## config.mk

```make
export PLATFORM = sky130hd
export DESIGN_NAME = lsu_flat
export DESIGN_NICKNAME = d
export VERILOG_FILES = /design/src/rtl/lsu_if.sv /design/src/rtl/lsu.sv /design/src/flat_wrapper.sv
export SDC_FILE = /design/constraint.sdc
export NUM_CORES = 1
export LEC_CHECK = 0
export CORE_UTILIZATION = 37
export DETAILED_ROUTE_END_ITERATION = 6
export PLACE_DENSITY = 0.83
export SLEW_MARGIN = 20
export SYNTH_ARGS = -nofsm -noshare
export SYNTH_HDL_FRONTEND = slang
export SYNTH_SLANG_ARGS = --single-unit
```

## constraint.sdc

```tcl
create_clock -name clk -period 1.2 [get_ports clk]
set_clock_uncertainty 0.05 [all_clocks]
set_input_delay 0.12 -clock clk [delete_from_list [all_inputs] [get_ports clk]]
set_output_delay 0.12 -clock clk [all_outputs]
set_load 0.03 [all_outputs]
```

## src/rtl/lsu_if.sv

```systemverilog
// Data-memory handshake bundle between the LSU (master) and the memory controller (slave).
// Read and write channels are independent valid/ready pairs.
interface lsu_if #(
  parameter int unsigned data_bits = 8
);
  logic                 mem_read_valid;
  logic [data_bits-1:0] mem_read_address;
  logic                 mem_read_ready;
  logic [data_bits-1:0] mem_read_data;
  logic                 mem_write_valid;
  logic [data_bits-1:0] mem_write_address;
  logic [data_bits-1:0] mem_write_data;
  logic                 mem_write_ready;

  modport master (
    output mem_read_valid, mem_read_address, mem_write_valid, mem_write_address, mem_write_data,
    input  mem_read_ready, mem_read_data, mem_write_ready
  );

  modport slave (
    input  mem_read_valid, mem_read_address, mem_write_valid, mem_write_address, mem_write_data,
    output mem_read_ready, mem_read_data, mem_write_ready
  );
endinterface

```

## src/rtl/lsu.sv

```systemverilog
// Per-thread load/store unit: issues one data-memory transaction per REQUEST and holds
// DONE until the core's UPDATE phase. All outputs are registered.
module lsu #(
  parameter int unsigned data_bits = 8
) (
  input  logic                 clk,
  input  logic                 reset,
  input  logic                 enable,
  input  logic [2:0]           core_state,
  input  logic                 dec_mem_read_en,
  input  logic                 dec_mem_write_en,
  input  logic [data_bits-1:0] rs,
  input  logic [data_bits-1:0] rt,
  lsu_if.master                mem,
  output logic [1:0]           lsu_state,
  output logic [data_bits-1:0] lsu_out
);

  localparam logic [2:0] CoreRequest = 3'b011;
  localparam logic [2:0] CoreUpdate  = 3'b110;

  typedef enum logic [1:0] {
    StIdle       = 2'b00,
    StRequesting = 2'b01,
    StWaiting    = 2'b10,
    StDone       = 2'b11
  } state_e;

  state_e               state_q, state_d;
  logic                 is_read_q, is_read_d;
  logic                 read_valid_q, read_valid_d;
  logic [data_bits-1:0] read_addr_q, read_addr_d;
  logic                 write_valid_q, write_valid_d;
  logic [data_bits-1:0] write_addr_q, write_addr_d;
  logic [data_bits-1:0] write_data_q, write_data_d;
  logic [data_bits-1:0] out_q, out_d;

  always_comb begin
    state_d       = state_q;
    is_read_d     = is_read_q;
    read_valid_d  = read_valid_q;
    read_addr_d   = read_addr_q;
    write_valid_d = write_valid_q;
    write_addr_d  = write_addr_q;
    write_data_d  = write_data_q;
    out_d         = out_q;
    if (enable) begin
      unique case (state_q)
        StIdle: begin
          // A load takes priority; a simultaneous store is dropped.
          if (core_state == CoreRequest && (dec_mem_read_en || dec_mem_write_en)) begin
            state_d   = StRequesting;
            is_read_d = dec_mem_read_en;
          end
        end
        StRequesting: begin
          if (is_read_q) begin
            read_valid_d = 1'b1;
            read_addr_d  = rs;
          end else begin
            write_valid_d = 1'b1;
            write_addr_d  = rs;
            write_data_d  = rt;
          end
          state_d = StWaiting;
        end
        StWaiting: begin
          if (is_read_q) begin
            if (mem.mem_read_ready) begin
              out_d        = mem.mem_read_data;
              read_valid_d = 1'b0;
              state_d      = StDone;
            end
          end else if (mem.mem_write_ready) begin
            write_valid_d = 1'b0;
            state_d       = StDone;
          end
        end
        StDone: begin
          if (core_state == CoreUpdate) state_d = StIdle;
        end
        default: state_d = StIdle;
      endcase
    end
  end

  always_ff @(posedge clk) begin
    if (reset) begin
      state_q       <= StIdle;
      is_read_q     <= 1'b0;
      read_valid_q  <= 1'b0;
      read_addr_q   <= '0;
      write_valid_q <= 1'b0;
      write_addr_q  <= '0;
      write_data_q  <= '0;
      out_q         <= '0;
    end else begin
      state_q       <= state_d;
      is_read_q     <= is_read_d;
      read_valid_q  <= read_valid_d;
      read_addr_q   <= read_addr_d;
      write_valid_q <= write_valid_d;
      write_addr_q  <= write_addr_d;
      write_data_q  <= write_data_d;
      out_q         <= out_d;
    end
  end

  assign mem.mem_read_valid    = read_valid_q;
  assign mem.mem_read_address  = read_addr_q;
  assign mem.mem_write_valid   = write_valid_q;
  assign mem.mem_write_address = write_addr_q;
  assign mem.mem_write_data    = write_data_q;
  assign lsu_state             = state_q;
  assign lsu_out               = out_q;

endmodule
```

## src/flat_wrapper.sv

```systemverilog
// flat-port wrapper written by rule: the top's interface ports become plain ports
module lsu_flat 
#(
  parameter int unsigned data_bits = 8
)
  (clk, reset, enable, core_state, dec_mem_read_en, dec_mem_write_en, rs, rt, lsu_state, lsu_out, mem_mem_read_valid, mem_mem_read_address, mem_mem_write_valid, mem_mem_write_address, mem_mem_write_data, mem_mem_read_ready, mem_mem_read_data, mem_mem_write_ready);
  lsu_if #(.data_bits(data_bits)) mem_i ();
  input  logic clk;
  input  logic reset;
  input  logic enable;
  input  logic [2:0] core_state;
  input  logic dec_mem_read_en;
  input  logic dec_mem_write_en;
  input  logic [data_bits-1:0] rs;
  input  logic [data_bits-1:0] rt;
  output logic [1:0] lsu_state;
  output logic [data_bits-1:0] lsu_out;
  output wire logic [$bits(mem_i.mem_read_valid)-1:0] mem_mem_read_valid;
  output wire logic [$bits(mem_i.mem_read_address)-1:0] mem_mem_read_address;
  output wire logic [$bits(mem_i.mem_write_valid)-1:0] mem_mem_write_valid;
  output wire logic [$bits(mem_i.mem_write_address)-1:0] mem_mem_write_address;
  output wire logic [$bits(mem_i.mem_write_data)-1:0] mem_mem_write_data;
  input wire logic [$bits(mem_i.mem_read_ready)-1:0] mem_mem_read_ready;
  input wire logic [$bits(mem_i.mem_read_data)-1:0] mem_mem_read_data;
  input wire logic [$bits(mem_i.mem_write_ready)-1:0] mem_mem_write_ready;
  assign mem_mem_read_valid = mem_i.mem_read_valid;
  assign mem_mem_read_address = mem_i.mem_read_address;
  assign mem_mem_write_valid = mem_i.mem_write_valid;
  assign mem_mem_write_address = mem_i.mem_write_address;
  assign mem_mem_write_data = mem_i.mem_write_data;
  assign mem_i.mem_read_ready = mem_mem_read_ready;
  assign mem_i.mem_read_data = mem_mem_read_data;
  assign mem_i.mem_write_ready = mem_mem_write_ready;
  lsu #(.data_bits(data_bits)) u_core (.clk(clk), .reset(reset), .enable(enable), .core_state(core_state), .dec_mem_read_en(dec_mem_read_en), .dec_mem_write_en(dec_mem_write_en), .rs(rs), .rt(rt), .mem(mem_i), .lsu_state(lsu_state), .lsu_out(lsu_out));
endmodule
```

==> impl_metrics.csv <==
group,metric,value,unit
floorplanning,rows,22,
yosys,syn-num-nets,220,
critical_path,path_cells,"buf_6 > ha_4 > and2_4 > buf_6 > nand2_2 > a21oi_2",
placement,io_buffers,69,
run_status,violations,"setup timing",
drt,num_vias,1583,
finish,regArea,749,sq um
critical_path,r2r-end,"u_core.mem.mem_write_address[2]$_SDFFE_PP0P_",
grt,grt-ovfl-total,0,
finish,stdcell_count,324,
sta,timing.final.ws_setup,-0.0931,ns
sta,finalCritPeriodShare,1.08,
critical_path,worst-path-buf-inv,2,
drt,drt_iter0_drc,63,
finish,drive_gt1_frac,0.457,
drt,first_pass_iters,4,
placement,gp_congestion,0.783,
sta,setup_viol,29,
finish,antenna_cells,0,
finish,postLayoutCoreUtil,0.722,
yosys,avgSynthCellArea,8.39,sq um
clocking,clkLatencyLatePin,0.29,ns
yosys,synth_area,1520,sq um
floorplanning,die_w,66.0,um
finish,area_growth_syn_to_layout,80.6,%
min_path,whs_endpoint,"u_core.lsu_out[2]$_SDFFE_PP0P_",
sta,timing.final.crit_period,1.29,ns
clocking,clk_pin_slew,0.08,ns
yosys,ys_ff_latch,37,
sta,tightest_slew,0.318,ns
clocking,cts_buffers,5,
critical_path,worst_path_most_repeated_cell,"buf_6",
power_and_ir_drop,p_per_area,953,nW/um^2
min_path,worstHoldPathCells,3,
drt,wl_per_cell,13.8,um
critical_path,crit_family,"flip-flops",
floorplanning,core-area,3800,sq um
floorplanning,die-area,4360,sq um
critical_path,crit_path_start_kind,"register",
yosys,synth_edf_count,0,
drt,routed_wl,4470,um
critical_path,endpoint_kind,"register",
sta,drv_slew,0,
finish,multi_input_area,920,sq um
power_and_ir_drop,leakage,1.02,nW
placement,place_inst,311,
clocking,htreeDepth,2,
power_and_ir_drop,vdd_drop_max,715,uV
min_path,hp-start,"mem_mem_read_data[2]",
critical_path,r2r_cells,6,
yosys,synth-main-ff-cell,"dfxtp_1",
grt,antenna_found_initial,0,
drt,route.detailed.drc,0,
critical_path,cp_slowest_cell,"dfxtp_4",
grt,grt_pass1_vias,1432,
floorplanning,io_pins,70,
critical_path,timing.rr.start,"u_core.lsu_state[0]$_SDFFE_PP0P_",
min_path,hp-class,"in -> reg",
floorplanning,initial_core_util,0.400,
yosys,yosysSeqAreaShare,0.488,
floorplanning,die_y,66.0,um
critical_path,critPathMaxFanout,5,
sta,slew-limit-headroom,0.789,
yosys,synth_warnings,0,
finish,n_fill_cell,307,
drt,ant_nets,0,
critical_path,required,1.38,ns
sta,fmax,0.773,GHz
finish,nets,314,
sta,grt_setup_unrepaired,"yes",
grt,grt.total_usage,0.193,
critical_path,r2r_slack,-0.09,ns
critical_path,cp_data_arrival_time,1.47,ns
sta,hold_violations,0,
clocking,cts.path.max_buffers,2,
run_status,status,"finished with violations",
clocking,cts_tree,"built",
clocking,cts_root_buffer,"clkbuf_8",
placement,dpl.hpwl,2910,um
drt,viasPerCell,4.89,
critical_path,path_class,"reg -> reg",
yosys,ys_types,25,
yosys,async_reset_ff_frac,0,
clocking,cts.sinks,37,
grt,grt_pass1_wl,6410,um
run,cap_viol_max_count,0,
yosys,syn_inst,181,
grt,grt_max_degree,25,
critical_path,cpPeakStageDelay,0.41,ns
timing repair:
item                                    4_1_cts  5_1_grt
buffers inserted                              1        1
endpoints found under the setup margin       60       58
gates cloned                                  0        3
gates resized for setup                      44       68
pin swaps                                     4       18
hold buffers                                  0        0
metrics by stage:
| step | setup WS (ns) | cell area, sq um | power (mW) | setup TNS [ns] | hold slack (ns) |
|---|---|---|---|---|---|
| after floorplan | -0.0671 | 1590 | 1.45 | -1.11 | 0.206 |
| after global placement | -0.224 | 2440 | 1.66 | -5.88 | 0.391 |
| after detailed placement | -0.286 | 2440 | 1.67 | -6.44 | 0.397 |
| after CTS | -0.0534 | 2570 | 2.58 | -0.859 | 0.330 |
| after global routing | -0.140 | 2740 | 2.71 | -2.92 | 0.334 |
| final | -0.0931 | 2740 | 2.61 | -1.51 | 0.333 |
cells by family after synthesis:
group / Yosys count / share of synthesized area
DFF: 37 / 0.488
adders and majority gates: 5 / 0.0412
buffers and inverters: 11 / 0.0486
AOI/OAI and AO/OA: 40 / 0.164
muxes: 4 / 0.0272
and+or+nand+nor: 84 / 0.231
state kept, by name, summed over array words and instances, names as in the netlist:
| name | cells |
|---|---|
| u_core.lsu_state | 2 |
| u_core.mem.mem_read_address | 8 |
| u_core.mem.mem_read_valid | 1 |
| u_core.lsu_out | 8 |
| u_core.mem.mem_write_valid | 1 |
| u_core.is_read_q | 1 |
| u_core.mem.mem_write_address | 8 |
| u_core.mem.mem_write_data | 8 |
worst min-delay path, stage by stage:
cell	delay (ns)
clkdlybuf4s50_1	0.40
nand2_1	0.05
a21oi_1	0.05
metal layers:
metal,part of all wire,GRT usage,vias to the layer above
met3,0.057,0.0638,7
met5,0,0,-
met4,0.014,0.0585,0
li1,-,-,787
met2,0.51,0.332,42
met1,0.42,0.226,747
synth_stat cells, types with 2 or more instances:
cell / count / area share
nor3_1: 2 / 0.0066
dfxtp_1: 37 / 0.49
a21oi_2: 10 / 0.058
nand2b_1: 3 / 0.012
mux2i_1: 3 / 0.020
o21bai_1: 2 / 0.0099
o21ai_0: 2 / 0.0066
ha_1: 5 / 0.041
a21oi_1: 25 / 0.082
nor2_1: 2 / 0.0049
nand3_1: 2 / 0.0066
buf_2: 4 / 0.013
inv_1: 3 / 0.0074
nand2_1: 69 / 0.17
clkbuf_1: 2 / 0.0049
worst max-delay path by stage:
stage                                                 from                                      endpoint  cells after the start
after CTS                 u_core.lsu_state[1]$_SDFFE_PP0P_              u_core.lsu_state[0]$_SDFFE_PP0P_                      5
final                     u_core.lsu_state[0]$_SDFFE_PP0P_  u_core.mem.mem_write_address[2]$_SDFFE_PP0P_                      6
after floorplan           u_core.lsu_state[1]$_SDFFE_PP0P_     u_core.mem.mem_write_data[1]$_SDFFE_PP0P_                      7
after global placement                       core_state[2]              u_core.lsu_state[0]$_SDFFE_PP0P_                      5
after detailed placement                     core_state[2]              u_core.lsu_state[0]$_SDFFE_PP0P_                      5
after global routing      u_core.lsu_state[0]$_SDFFE_PP0P_  u_core.mem.mem_write_address[0]$_SDFFE_PP0P_                      6
placed cells by master, fill, tap and decap left out, drive strengths merged:
cell type | Yosys | routed
a21oi | 35 | 35
nand2b | 3 | 3
o21ai | 2 | 2
nor2b | 1 | 1
and3 | 1 | 2
mux2 | 1 | 1
clkbuf | 2 | 19
and2 | 1 | 1
dfxtp | 37 | 37
clkdlybuf4s15 | 0 | 14
clkdlybuf4s50 | 0 | 33
o21bai | 2 | 2
mux2i | 3 | 3
inv | 3 | 3
ha | 5 | 5
clkinv | 0 | 2
nor3 | 2 | 2
buf | 6 | 34
nand3b | 1 | 1
nor2 | 2 | 2
nand4 | 1 | 1
nand2 | 70 | 70
o221a | 1 | 1
nand3 | 2 | 2
final cells by class:
cell class	instances	share of cell area
Multi-Input combinational cell	134	0.335
Timing Repair Buffer	94	0.325
Sequential cell	37	0.273
Clock buffer	6	0.0301
Tap cell	48	0.0219
Inverter	3	0.00867
Clock inverter	2	0.00502
power breakdown:
part	internal [mW]	switching (mW)	total [mW]
registers	1.25	0.0194	1.27
clock network	0.465	0.454	0.919
logic	0.230	0.197	0.427
Note: power is estimated with default switching activity, not from simulation.
